File: src/rtl/dht_transaction_ctrl.sv
// DHT11/DHT22 single-wire transaction controller: host start pulse, response check,
// pulse-width bit decode and checksum. Define DHT_AUTO_RETRY_EN for up to 2 automatic retries.
module dht_transaction_ctrl #(
  parameter int unsigned TICK_PER_US     = 50,
  parameter int unsigned START_LOW_US    = 18000,
  parameter int unsigned RELEASE_US      = 30,
  parameter int unsigned RESP_TIMEOUT_US = 200,
  parameter int unsigned BIT_THRESH_US   = 48,
  parameter int unsigned NUM_BITS        = 40,
  parameter int unsigned US_CNT_W        = 16
) (
  input  logic                clk,
  input  logic                rst_n,
  input  logic                start,
  input  logic                dq_in,
  output logic                dq_oe,
  output logic                busy,
  output logic                done,
  output logic                err_timeout,
  output logic                err_checksum,
`ifdef DHT_AUTO_RETRY_EN
  output logic [1:0]          retry_cnt,
`endif
  output logic [NUM_BITS-1:0] data_out
);

  localparam int unsigned PRE_W     = (TICK_PER_US > 1) ? $clog2(TICK_PER_US) : 1;
  localparam int unsigned BIT_W     = $clog2(NUM_BITS + 1);
  localparam int unsigned NUM_BYTES = NUM_BITS / 8;

  localparam logic [PRE_W-1:0]    PRE_LAST   = PRE_W'(TICK_PER_US - 1);
  localparam logic [US_CNT_W-1:0] START_LAST = US_CNT_W'(START_LOW_US - 1);
  localparam logic [US_CNT_W-1:0] RELEASE_T  = US_CNT_W'(RELEASE_US);
  localparam logic [US_CNT_W-1:0] TIMEOUT_T  = US_CNT_W'(RESP_TIMEOUT_US);
  localparam logic [US_CNT_W-1:0] THRESH_T   = US_CNT_W'(BIT_THRESH_US);
  localparam logic [BIT_W-1:0]    BITS_LAST  = BIT_W'(NUM_BITS - 1);

  typedef enum logic [3:0] {
    S_IDLE,
    S_START_LOW,
    S_RELEASE,
    S_RESP_LOW,
    S_RESP_HIGH,
    S_BIT_LOW,
    S_BIT_HIGH,
    S_CHECK,
    S_FINISH
  } state_e;

  state_e                state_q, state_d;
  logic                  dq_meta_q, dq_meta_d;
  logic                  dq_s_q, dq_s_d;
  logic                  dq_prev_q, dq_prev_d;
  logic [PRE_W-1:0]      pre_q, pre_d;
  logic [US_CNT_W-1:0]   us_q, us_d;
  logic [BIT_W-1:0]      bit_cnt_q, bit_cnt_d;
  logic [NUM_BITS-1:0]   shreg_q, shreg_d;
  logic [NUM_BITS-1:0]   data_q, data_d;
  logic                  err_to_q, err_to_d;
  logic                  err_ck_q, err_ck_d;
  logic                  dq_oe_q, dq_oe_d;
  logic                  busy_q, busy_d;
  logic                  done_q, done_d;
`ifdef DHT_AUTO_RETRY_EN
  logic [1:0]            retry_q, retry_d;
`endif

  logic                  rise, fall, us_tick, timeout, bit_val;
  logic                  to_fail, ck_fail;
  logic [7:0]            csum;

  always_comb begin : sync_path
    dq_meta_d = dq_in;
    dq_s_d    = dq_meta_q;
    dq_prev_d = dq_s_q;
    rise      = dq_s_q & ~dq_prev_q;
    fall      = ~dq_s_q & dq_prev_q;
  end

  always_comb begin : checksum
    csum = '0;
    for (int unsigned i = 1; i < NUM_BYTES; i++) begin
      csum = csum + shreg_q[NUM_BITS-8*i +: 8];
    end
  end

  always_comb begin : fsm
    state_d   = state_q;
    bit_cnt_d = bit_cnt_q;
    shreg_d   = shreg_q;
    data_d    = data_q;
    err_to_d  = err_to_q;
    err_ck_d  = err_ck_q;
`ifdef DHT_AUTO_RETRY_EN
    retry_d   = retry_q;
`endif
    to_fail   = 1'b0;
    ck_fail   = 1'b0;
    us_tick   = (pre_q == PRE_LAST);
    timeout   = (us_q >= TIMEOUT_T);
    bit_val   = (us_q > THRESH_T);

    case (state_q)
      S_IDLE: begin
        if (start) begin
          err_to_d  = 1'b0;
          err_ck_d  = 1'b0;
          bit_cnt_d = '0;
          shreg_d   = '0;
`ifdef DHT_AUTO_RETRY_EN
          retry_d   = '0;
`endif
          state_d   = S_START_LOW;
        end
      end
      S_START_LOW: begin
        if (us_tick && (us_q == START_LAST)) state_d = S_RELEASE;
      end
      S_RELEASE: begin
        // Our own release produces edges on the line; only trust it after RELEASE_US.
        if (fall && (us_q >= RELEASE_T)) state_d = S_RESP_LOW;
        else if (timeout)                to_fail = 1'b1;
      end
      S_RESP_LOW: begin
        if (rise)         state_d = S_RESP_HIGH;
        else if (timeout) to_fail = 1'b1;
      end
      S_RESP_HIGH: begin
        if (fall)         state_d = S_BIT_LOW;
        else if (timeout) to_fail = 1'b1;
      end
      S_BIT_LOW: begin
        if (rise)         state_d = S_BIT_HIGH;
        else if (timeout) to_fail = 1'b1;
      end
      S_BIT_HIGH: begin
        if (fall) begin
          shreg_d   = {shreg_q[NUM_BITS-2:0], bit_val};
          bit_cnt_d = bit_cnt_q + 1'b1;
          state_d   = (bit_cnt_q == BITS_LAST) ? S_CHECK : S_BIT_LOW;
        end else if (timeout) begin
          to_fail = 1'b1;
        end
      end
      S_CHECK: begin
        if (csum != shreg_q[7:0]) ck_fail = 1'b1;
        else                      state_d = S_FINISH;
      end
      S_FINISH: begin
        if (!err_to_q) data_d = shreg_q;
        state_d = S_IDLE;
      end
      default: state_d = S_IDLE;
    endcase

    // A failed attempt either restarts the start pulse (retry build) or ends the transaction.
    if (to_fail || ck_fail) begin
`ifdef DHT_AUTO_RETRY_EN
      if (retry_q != 2'd2) begin
        retry_d   = retry_q + 1'b1;
        err_to_d  = 1'b0;
        err_ck_d  = 1'b0;
        bit_cnt_d = '0;
        shreg_d   = '0;
        state_d   = S_START_LOW;
      end else
`endif
      begin
        err_to_d = to_fail;
        err_ck_d = ck_fail;
        state_d  = S_FINISH;
      end
    end

    if (state_d != state_q) begin
      pre_d = '0;
      us_d  = '0;
    end else begin
      pre_d = us_tick ? '0 : pre_q + 1'b1;
      us_d  = (us_tick && (us_q != '1)) ? us_q + 1'b1 : us_q;
    end

    dq_oe_d = (state_d == S_START_LOW);
    busy_d  = (state_d != S_IDLE);
    done_d  = (state_d == S_FINISH);
  end

  always_ff @(posedge clk or negedge rst_n) begin
    if (!rst_n) begin
      state_q   <= S_IDLE;
      dq_meta_q <= 1'b0;
      dq_s_q    <= 1'b0;
      dq_prev_q <= 1'b0;
      pre_q     <= '0;
      us_q      <= '0;
      bit_cnt_q <= '0;
      shreg_q   <= '0;
      data_q    <= '0;
      err_to_q  <= 1'b0;
      err_ck_q  <= 1'b0;
      dq_oe_q   <= 1'b0;
      busy_q    <= 1'b0;
      done_q    <= 1'b0;
`ifdef DHT_AUTO_RETRY_EN
      retry_q   <= '0;
`endif
    end else begin
      state_q   <= state_d;
      dq_meta_q <= dq_meta_d;
      dq_s_q    <= dq_s_d;
      dq_prev_q <= dq_prev_d;
      pre_q     <= pre_d;
      us_q      <= us_d;
      bit_cnt_q <= bit_cnt_d;
      shreg_q   <= shreg_d;
      data_q    <= data_d;
      err_to_q  <= err_to_d;
      err_ck_q  <= err_ck_d;
      dq_oe_q   <= dq_oe_d;
      busy_q    <= busy_d;
      done_q    <= done_d;
`ifdef DHT_AUTO_RETRY_EN
      retry_q   <= retry_d;
`endif
    end
  end

  assign dq_oe        = dq_oe_q;
  assign busy         = busy_q;
  assign done         = done_q;
  assign err_timeout  = err_to_q;
  assign err_checksum = err_ck_q;
  assign data_out     = data_q;
`ifdef DHT_AUTO_RETRY_EN
  assign retry_cnt    = retry_q;
`endif

endmodule

File: config.mk
export PLATFORM = sky130hd
export DESIGN_NAME = dht_transaction_ctrl
export DESIGN_NICKNAME = d
export VERILOG_FILES = /design/src/rtl/dht_transaction_ctrl.sv
export SDC_FILE = /design/constraint.sdc
export NUM_CORES = 1
export LEC_CHECK = 0
export CELL_PAD_IN_SITES_DETAIL_PLACEMENT = 1
export CELL_PAD_IN_SITES_GLOBAL_PLACEMENT = 1
export CORE_MARGIN = 4
export CORE_UTILIZATION = 50
export DETAILED_ROUTE_END_ITERATION = 8
export MAX_ROUTING_LAYER = met4
export PLACE_DENSITY_LB_ADDON = 0.1
export SETUP_SLACK_MARGIN = 0.15
export SKIP_CTS_REPAIR_TIMING = 1
export SKIP_LAST_GASP = 1
export SLEW_MARGIN = 20
export SYNTH_ARGS = -nofsm -noshare
export SYNTH_HDL_FRONTEND = slang
export SYNTH_SLANG_ARGS = --single-unit
File: constraint.sdc
create_clock -name clk -period 8.37 [get_ports clk]
set_clock_uncertainty 0.1 [all_clocks]
set_input_delay 1.2555 -clock clk [delete_from_list [all_inputs] [get_ports clk]]
set_output_delay 1.2555 -clock clk [all_outputs]
set_load 0.03 [all_outputs]
* Word level (Yosys, flattened, before mapping)
Index checks and enable logic that the tools add are counted.
Storage, ports and cells: bits in registers 120, input port bits 4, output and inout bits 45
Operators by class: add/sub/neg operators 6, order comparisons 3, equality and inequality tests 18, muxes and demuxes 32, bitwise gates (word level) 5, reduce and logical (&&, ||, !) cells 15
Operator list (count):
- $mux W40 | 2
- $pmux W40 S2 | 1
- $mux W4 | 9
- $mux W16 | 2
- $pmux W4 S8 | 1
- $add A8 B8 Y8 | 3
- $mux W6 | 4
- $add A16 B1 Y16 const B | 1
- $eq A16 B15 Y1 const B | 1
- $eq A4 B3 Y1 const B | 4
- $ge A16 B5 Y1 const B | 1
- $ge A16 B8 Y1 const B | 1
- $gt A16 B6 Y1 const B | 1
- $ne A16 B16 Y1 const B | 1
- $add A6 B1 Y6 const B | 2
- $eq A6 B6 Y1 const B | 2
- $pmux W6 S2 | 1
- $mux W1 | 10
- $eq A4 B1 Y1 const B | 2
- $eq A4 B2 Y1 const B | 2
- $eq A4 B4 Y1 const B | 2
- $ne A8 B8 Y1 | 1
- $reduce_bool A2 Y1 | 4
- $logic_not A4 Y1 | 1
- other kinds (12) | 20

* Longest topological paths before layout
Gate-level depths: netlist (run 1).
depth after elaboration 10, mapped depth 13, depth with buffers taken out 13

* Least setup slack after synthesis (run 1)
OpenSTA, ideal clock, no wires.
path type register to register, start point register shreg_q[9], end point register err_ck_q, in the netlist err_checksum, library setup time 0.149 ns, data arrival time 2.972 ns, setup slack 5.149 ns, cell stages (with the launch flop) 14, buffers on the path 0, clock period less this slack 3.221 ns, cells stage by stage dfrtp_1 fa_1 inv_1 fa_1 inv_1 ha_1 inv_1 fa_1 nand2b_1 a21oi_1 a31oi_1 xnor2_1 o31ai_1 o21ai_0
On the way: word-level cells in the longest chain between the ends 7, elaborated cells on any way between the ends 9, classes of those cells 1 x add/sub; 1 x eq/ne; 3 x mux; 4 x reduce/logical
RTL lines:
- start, declared | RTL line 57 | logic [NUM_BITS-1:0] shreg_q, shreg_d;
- start signal, assigned | RTL line 215 | shreg_q <= shreg_d;
- $add A8 B8 Y8 (*) | RTL line 83 | csum = csum + shreg_q[NUM_BITS-8*i +: 8];
- $ne A8 B8 Y1 (*) | RTL line 146 | if (csum != shreg_q[7:0]) ck_fail = 1'b1;
- $mux W1 (*) | RTL line 146
- $mux W1 (*) | RTL line 103 | case (state_q)
- $logic_or A1 B1 Y1 | RTL line 157 | if (to_fail || ck_fail) begin
- $reduce_bool A2 Y1 (no line)
- $reduce_and A2 Y1 (no line)
- end signal, assigned | RTL line 218 | err_ck_q <= err_ck_d;
- end, declared | RTL line 60 | logic err_ck_q, err_ck_d;
Every way passes the cells marked *; elsewhere a longest branch is shown, timed or not. A chain may end at the register's enable or synchronous reset.

* Worst setup path after layout (run 1)
Ends and elaborated chain as after synthesis.

==> results of run 1 <==
[cells in the mapped netlist, types with 3 or more instances]
library cell | count | area, um2
dfrtp_1 | 120 | 3003
a22o_1 | 41 | 359.1
mux2_2 | 36 | 405.4
nor2_1 | 34 | 127.6
xor2_1 | 23 | 201.4
inv_1 | 21 | 78.83
nand2_1 | 20 | 75.07
xnor2_1 | 17 | 148.9
nand3_1 | 16 | 80.08
fa_1 | 14 | 280.3
clkbuf_1 | 12 | 45.04
ha_1 | 12 | 150.1
o21ai_0 | 11 | 55.05
a21oi_1 | 9 | 45.04
nor3_1 | 9 | 45.04
and3_1 | 8 | 50.05
nand4_1 | 8 | 50.05
buf_2 | 7 | 35.03
nor4_1 | 6 | 37.54
a31oi_1 | 4 | 25.02
nor2b_1 | 4 | 25.02
nor3_2 | 4 | 40.04
nand2b_1 | 3 | 18.77
or2_2 | 3 | 18.77
[state kept, by name, summed over array words and instances, names as in the netlist]
signal,flops
bit_cnt_q,6
busy,1
data_out,40
done,1
dq_meta_q,1
dq_oe,1
dq_prev_d,1
dq_prev_q,1
err_checksum,1
err_timeout,1
pre_q,6
shreg_q,40
state_q,4
us_q,16
[layout make-up]
cell class | count | area (um2)
Fill cell | 1109 | 4103
Sequential cell | 120 | 3003
Multi-Input combinational cell | 309 | 2506
Timing Repair Buffer | 52 | 508.0
Clock buffer | 24 | 491.7
Tap cell | 140 | 175.2
Clock inverter | 8 | 117.6
Inverter | 21 | 78.83
[per-layer routing]
layer  up-vias  global-route usage [%]  part of all wire [%]
met5         -                       -                     0
met4         0                   7.838                   1.2
met3        12                   4.387                   2.8
met2        65                   34.07                    49
met1      2011                   31.26                    47
li1       1779                       -                     -
[power by group]
group	internal [uW]	leakage (uW)	switching [uW]
Combinational	1.99	0.00133	12.3
Sequential	582	0.00161	0.459
Clock	497	0.000300	250
[worst reg2reg max path, stage by stage, from the launching register on]
cell and delay, ns:
dfrtp_1 0.43, fa_1 0.55, inv_1 0.06, fa_1 0.44, inv_1 0.07, ha_1 0.18
inv_1 0.07, fa_1 0.42, nand2b_1 0.18, a21oi_1 0.24, a31oi_1 0.15, xnor2_1 0.14
o31ai_1 0.31, o21ai_0 0.14
[metrics by stage]
stage | setup WS [ns] | std cells
detailed placement | 4.841 | 642
floorplan | 5.149 | 471
global route | 4.489 | 674
CTS | 4.720 | 674
finish | 4.742 | 674
global placement | 5.024 | 642
[logic make-up after synthesis]
kind of cell / after synthesis
AND/OR/NAND/NOR: 126
flip-flops: 120
AO/OA/AOI/OAI: 81
buffers and inverters: 42
XOR/XNOR: 40
multiplexers: 36
adder cells (fa/ha/maj): 26
[how the worst max path moves through the flow]
stage	cells after the start	slack [ns]	start	end
final	13	4.74	shreg_q[9]	err_checksum
after global routing	13	4.49	shreg_q[9]	err_checksum
after CTS	13	4.72	shreg_q[9]	err_checksum
after detailed placement	13	4.84	shreg_q[9]	err_checksum
after global placement	13	5.02	shreg_q[9]	err_checksum
after floorplan	13	5.15	shreg_q[9]	err_checksum
==> flow_summary.yaml, run 1 <==
timing:
  rsz0062_at_grt: "no"
  fin_setup_tns_ns: 0
  hold_viol_final: 0
  fmax_ghz: 0.2756
  layout_min_cycle_time_ns: 3.628
  slew_violations: 0
  fin_hold_ws_ns: 0.2575
  timing.slew.headroom_pct: 44.33
  post-route-period-util_pct: 43.35
  setup_violations: 0
  worstMarginPinSlew_ns: 0.8351
placement:
  hpwl_um: 9094
  placed_area_um2: 6264
  gp_congestion: 0.8548
  io_buffers: 48
critical_path:
  worst-path-buf-inv: 3
  cp_slowest_stage_delay_ns: 0.55
  rr_endpoint: "err_checksum"
  ff2ff_path_depth: 13
  crit_family: "adder cells"
  start_kind: "flop"
  path_cells: "fa_1 > inv_1 > fa_1 > inv_1 > ha_1 > inv_1 > fa_1 > nand2b_1 > a21oi_1 > a31oi_1 > xnor2_1 > o31ai_1 > o21ai_0"
  critPathMaxFanout: 4
  crit_type: "reg -> reg"
  reg2reg_slack_ns: 4.74
  worstPathArrival_ns: 3.79
  r2r_start: "shreg_q[9]"
  cp-end-kind: "flop"
  worst_path_max_delay_cell: "fa_1"
  critical_path_required_ns: 8.53
finish:
  final_cell_area_um2: 6880
  drive_above_1_share_pct: 16.10
  num-nets-final: 551
  final_cell_mix: "dfrtp_1 (120), clkdlybuf4s50_1 (47), a22o_1 (41), mux2_2 (36), nor2_1 (33)"
  fin_util_pct: 62.65
  area_growth_pct: 21.52
  final_common_cell: "dfrtp_1"
  n_antenna_cell: 0
pwr:
  p_per_area_nw_per_um2: 195.3
  p_leak_uw: 0.003244
  vdd_drop_max_mv: 0.1347
  finalPower_uw: 1344
cts:
  htreeDepth: 4
  cts_max_path_buffers: 2
  clk_pin_slew_worst_paths_ns: 0.05
  clockRootBuffer: "clkbuf_16"
  clock-sinks: 120
  cts_tree: "yes"
  clock_latency_ns: 0.41
  numCtsBuffers: 17
die:
  die_w_um: 114.4
  fp-row-count: 38
  die_area_um2: 13090
  ioPinCount: 49
  design.core.area_um2: 10980
  die_y_um: 114.4
  start_util_pct: 51.55
worst_hold_path:
  min_from: "dq_meta_q"
  holdPathStages: 0
  worstHoldEndpoint: "dq_prev_d"
  hp-class: "reg -> reg"
logic_synthesis:
  synth.mux.area_fraction_pct: 7.160
  synthesis.nets: 501
  yosysSeqAreaShare_pct: 53.04
  synthSimpleGateAreaFrac_pct: 11.87
  async_flop_share_pct: 100.0
  synth.distinct_cells: 49
  syn_area_per_cell_um2: 12.02
  synth_compound_area_share_pct: 11.07
  synth_xor_area_share_pct: 6.188
  ys_warn_count: 0
  synthCells: 471
  synth_seq_cells: 120
  netlist_area_um2: 5662
  yosys.area_share.adder_pct: 7.602
  synth_top_family_by_area: "simple AND/OR/NAND/NOR gates"
  synth-edff-count: 0
  ys.flop_type: "dfrtp_1"
grt:
  gr-usage-all-layers_pct: 22.74
  grt_pass1_wl_um: 22370
  grt_pass1_vias: 4223
  grt_max_degree: 66
  grt-ovfl-total: 0
  grt_antenna_before_repair: 0
route:
  ant_nets: 0
  drt_iter0_markers: 233
  route.detailed.drc: 0
  dr_total_vias: 3867
  routed_via_density: 5.737
  routed_wl_um: 13490
  firstDrtPassIters: 4
  routedWlPerCell_um: 20.01
run_status:
  outcome: "finished clean"
run:
  cap_viol_max_count: 0
Power figures use the tool's default switching activity.
==> inputs of run 2 (changes only) <==
--- a/config.mk
+++ b/config.mk
@@ -8,7 +8,7 @@
 export CELL_PAD_IN_SITES_DETAIL_PLACEMENT = 1
 export CELL_PAD_IN_SITES_GLOBAL_PLACEMENT = 1
 export CORE_MARGIN = 4
-export CORE_UTILIZATION = 50
+export CORE_UTILIZATION = 42
 export DETAILED_ROUTE_END_ITERATION = 8
 export MAX_ROUTING_LAYER = met4
 export PLACE_DENSITY_LB_ADDON = 0.1
==> constraint.sdc (replaced) <==
create_clock -name clk -period 3.2 [get_ports clk]
set_clock_uncertainty 0.1 [all_clocks]
set_input_delay 0.48 -clock clk [delete_from_list [all_inputs] [get_ports clk]]
set_output_delay 0.48 -clock clk [all_outputs]
set_load 0.03 [all_outputs]
==> flow_summary.yaml, run 2 (synthesis gave the netlist of run 1 again) <==
pwr:
  p_per_area_nw_per_um2: 490.9
  seq_power_share_pct: 43.8
  power_frac_clock_pct: 55.1
  vdd_drop_max_mv: 0.4089
  pwr-share-comb_pct: 1.1
  p_leak_uw: 0.003329
  p_sw_share_pct: 21.73
  p_switching_uw: 755.2
  power.internal_uw: 2720
grt:
  grt_pass1_vias: 4294
  grt_max_degree: 70
  grt_antenna_before_repair: 0
  grt-ovfl-total: 0
  grt_pass1_wl_um: 22270
  gr-usage-all-layers_pct: 19.50
die:
  fp-row-count: 42
  design.core.area_um2: 13240
  die_w_um: 124.1
  die_y_um: 124.1
  start_util_pct: 42.75
  die_area_um2: 15400
  ioPinCount: 49
cts:
  clockRootBuffer: "clkbuf_16"
  cts_tree: "yes"
  clock-sinks: 120
  numCtsBuffers: 17
  clk_pin_slew_worst_paths_ns: 0.06
  clock_latency_ns: 0.41
  cts_max_path_buffers: 2
  htreeDepth: 4
critical_path:
  start_kind: "flop"
  cp_slowest_stage_delay_ns: 0.53
  reg2reg_slack_ns: -0.11
  critical_path_required_ns: 3.44
  worst_path_max_delay_cell: "fa_1"
  worstPathArrival_ns: 3.56
  cp-end-kind: "flop"
  critPathMaxFanout: 2
  path_cells: "fa_1 > inv_1 > fa_1 > inv_1 > ha_2 > inv_2 > fa_2 > nand2b_4 > a21oi_4 > a31oi_2 > xnor2_1 > o31ai_2 > a31o_2"
  crit_type: "reg -> reg"
timing:
  fin_hold_ws_ns: -0.004087
  timing.slew.headroom_pct: 39.08
  slew_violations: 0
  fin_ws_ns: -0.1137
  hold_viol_final: 3
  fin_setup_tns_ns: -0.2271
  setup_violations: 2
  worstMarginPinSlew_ns: 0.9068
  fmax_ghz: 0.3018
  post-route-period-util_pct: 103.6
  layout_min_cycle_time_ns: 3.314
  rsz0062_at_grt: "yes"
route:
  routed_wl_um: 13220
  routedWlPerCell_um: 18.23
  route.detailed.drc: 0
  ant_nets: 0
  drt_iter0_markers: 226
  routed_via_density: 5.379
  firstDrtPassIters: 4
  dr_total_vias: 3900
run_status:
  outcome: "finished, violations left"
  violations: "negative hold slack, negative setup slack"
finish:
  final_common_cell: "dfrtp_1"
  final_cell_area_um2: 7079
  drive_above_1_share_pct: 20.58
  area_growth_pct: 25.04
  num-nets-final: 566
  n_antenna_cell: 0
  final_cell_mix: "dfrtp_1 (120), clkdlybuf4s50_1 (47), a22o_1 (41), mux2_2 (36), nor2_1 (33)"
  final_cells: 725
run:
  cap_viol_max_count: 0
placement:
  place_ws_ns: -0.1785
  hpwl_um: 9159
  placed_area_um2: 6432
  gp_congestion: 0.7883
  io_buffers: 48
  dpl.cell_count: 691
worst_hold_path:
  hp-class: "in -> async"
## run 2: per-layer routing
metal	wire length [um]	global-route usage, %	vias to the layer above
met5	0	-	-
met4	116	5.270	0
met3	310	4.950	9
met2	7120	33.75	54
li1	-	-	1801
met1	5672	22.63	2036
## run 2: cell type report
type / count / area [um2]
Sequential cell: 120 / 3003
Multi-Input combinational cell: 309 / 2547
Clock buffer: 19 / 452.9
Inverter: 21 / 78.83
Fill cell: 1386 / 6163
Timing Repair Buffer: 67 / 633.1
Tap cell: 176 / 220.2
Clock inverter: 13 / 143.9
## run 2: through the flow
stage | total power, uW | util, % | hold slack [ns]
2_1_floorplan | 1552 | - | 0.08441
3_3_place_gp | 1590 | 48.57 | 0.2539
3_5_place_dp | 1591 | 48.57 | 0.2656
4_1_cts | 3520 | 53.08 | 0.01523
5_1_grt | 3598 | 53.46 | 0.05805
6_report | 3475 | 53.46 | -0.004087
## run 2: path summary, 6_finish.rpt
path,startpoint,endpoint,depth (start not counted)
worst max-delay path,shreg_q[25],err_timeout,13
worst min-delay path,rst_n,bit_cnt_q[2],1
worst max register to register,shreg_q[25],err_timeout,13
worst min register to register,dq_meta_q,dq_prev_d,0
max in group asynchronous,rst_n,shreg_q[29],2
min in group clk,dq_meta_q,dq_prev_d,0
## run 2: power groups by stage
| stage | Combinational, uW | Sequential [uW] | Clock (uW) |
|---|---|---|---|
| 2_1_floorplan | 3.45 | 1550 | 0 |
| 5_1_grt | 47.5 | 1520 | 2030 |
| 3_5_place_dp | 42.6 | 1550 | 0 |
| 6_report | 39.7 | 1520 | 1910 |
| 3_3_place_gp | 42.2 | 1550 | 0 |
| 4_1_cts | 42.7 | 1520 | 1960 |
## run 2: worst max-delay path: cells and delay by family (launching register included)
kind / cells / cell delay [ns]
fa+ha+maj: 4 / 1.53
buf+inv: 3 / 0.17
compound gates: 4 / 0.75
xor+xnor: 1 / 0.14
flops: 1 / 0.40
simple gates: 1 / 0.16
==> inputs of run 3 (changes only) <==
--- a/config.mk
+++ b/config.mk
@@ -10,6 +10,7 @@
 export CORE_MARGIN = 4
 export CORE_UTILIZATION = 42
 export DETAILED_ROUTE_END_ITERATION = 8
+export GPL_TIMING_DRIVEN = 0
 export MAX_ROUTING_LAYER = met4
 export PLACE_DENSITY_LB_ADDON = 0.1
 export SETUP_SLACK_MARGIN = 0.15
==> flow_summary.yaml, run 3 (synthesis gave the netlist of run 1 again) <==
placement:
  io_buffers: 48
  hpwl_um: 9413
  dpl.cell_count: 696
  gp_congestion: 0.8471
cts:
  clk_pin_slew_worst_paths_ns: 0.06
  cts_max_path_buffers: 2
  htreeDepth: 4
  clockRootBuffer: "clkbuf_16"
  numCtsBuffers: 17
  clock-sinks: 120
  cts_tree: "yes"
  clock_latency_ns: 0.42
die:
  design.core.area_um2: 13240
  die_y_um: 124.1
  start_util_pct: 42.75
  ioPinCount: 49
  die_w_um: 124.1
  die_area_um2: 15400
  fp-row-count: 42
grt:
  grt_max_degree: 65
  grt-ovfl-total: 0
  use_met3_pct: 4.905
  gr-usage-all-layers_pct: 19.60
  grt_pass1_wl_um: 22250
  met1_usage_pct: 23.92
  grt_antenna_before_repair: 0
  use_met2_pct: 31.66
  grt_pass1_vias: 4211
  top_usage_layer: "met2"
timing:
  fmax_ghz: 0.2948
  layout_min_cycle_time_ns: 3.392
  rsz0062_at_grt: "yes"
  timing.slew.headroom_pct: 34.59
  setup_violations: 2
  fin_hold_ws_ns: 0.2520
  hold_viol_final: 0
  slew_violations: 0
  fin_ws_ns: -0.1922
  post-route-period-util_pct: 106.0
  worstMarginPinSlew_ns: 0.9736
route:
  drt_iter0_markers: 261
  routed_via_density: 5.320
  firstDrtPassIters: 4
  dr_total_vias: 3878
  routedWlPerCell_um: 18.46
  ant_nets: 0
  routed_wl_um: 13460
  route.detailed.drc: 0
pwr:
  p_leak_uw: 0.003308
  vdd_drop_max_mv: 0.3949
  p_per_area_nw_per_um2: 498.2
finish:
  final_cells: 729
  n_antenna_cell: 0
  final_cell_mix: "dfrtp_1 (117), clkdlybuf4s50_1 (47), a22o_1 (41), mux2_2 (36), nor2_1 (34)"
  area_growth_pct: 25.26
  final_common_cell: "dfrtp_1"
  drive_above_1_share_pct: 18.99
  fillers: 1415
  num-nets-final: 571
critical_path:
  worst_path_max_delay_cell: "fa_1"
  critical_path_required_ns: 3.45
  crit_family: "adder cells"
  worstPathArrival_ns: 3.64
  worst-path-buf-inv: 3
  path_cells: "fa_1 > inv_1 > fa_1 > inv_1 > ha_2 > inv_2 > fa_2 > nand2b_4 > a21oi_4 > a31oi_2 > xnor2_2 > o31ai_4 > a31o_2"
  crit_type: "reg -> reg"
  cp-end-kind: "flop"
  start_kind: "flop"
  critPathMaxFanout: 3
  cp_slowest_stage_delay_ns: 0.54
run_status:
  outcome: "finished, violations left"
  violations: "negative setup slack"
run:
  cap_viol_max_count: 0
worst_hold_path:
  hp-class: "reg -> reg"
run 3: cell count changes in the layout (fill, tap and decap cells not counted), moves of 2 or more:
cell | previous run | this run
buf_2 | 0 | 7
buf_4 | 19 | 1
buf_6 | 0 | 2
clkbuf_1 | 0 | 12
clkinv_2 | 2 | 0
dfrtp_1 | 120 | 117
dfrtp_2 | 0 | 3
run 3: final cells by class:
cell class | instances | area (um2) | share of cell area [%]
multi-input combinational | 309 | 2554 | 36.01
inverter | 21 | 78.83 | 1.112
timing repair buffer | 51 | 526.8 | 7.428
tap | 176 | 220.2 | 3.105
clock inverter | 13 | 171.4 | 2.417
buffer | 21 | 95.09 | 1.341
sequential | 120 | 3007 | 42.40
clock buffer | 18 | 439.2 | 6.193
run 3: report_power, final:
group	internal, uW	leakage (uW)	switching [uW]
logic	9.13	0.00142	33.5
clock network	1250	0.000282	722
registers	1520	0.00160	1.28
run 3: metal layers:
metal / vias to the layer above / part of all wire (%)
met3: 22 / 2.5
met5: - / 0
met4: 0 / 1.4
met2: 50 / 51
met1: 1990 / 45
li1: 1816 / -
run 3: path summary, 6_finish.rpt:
path	start	endpoint	slack, ns	depth (start not counted)
hold / removal	dq_meta_q	dq_prev_d	0.25	0
setup / recovery	shreg_q[25]	err_timeout	-0.19	13
hold reg to reg	dq_meta_q	dq_prev_d	0.25	0
max in group asynchronous	rst_n	shreg_q[25]	1.78	3
min in group asynchronous	rst_n	pre_q[3]	0.50	2
setup reg to reg	shreg_q[25]	err_timeout	-0.19	13
run 3: metrics by stage:
step	setup TNS, ns	instance area [um2]	worst slack [ns]	power, uW	utilization (%)
after detailed placement	-0.5508	6405	-0.2819	1592	48.37
final	-0.3638	7092	-0.1922	3533	53.55
after global placement	-371.07	6376	-3.096	1587	48.15
after global routing	-0.7050	7092	-0.3548	3646	53.55
after floorplan	0	5675	0.03111	1552	-
after CTS	-0.6413	7015	-0.3244	3578	52.98
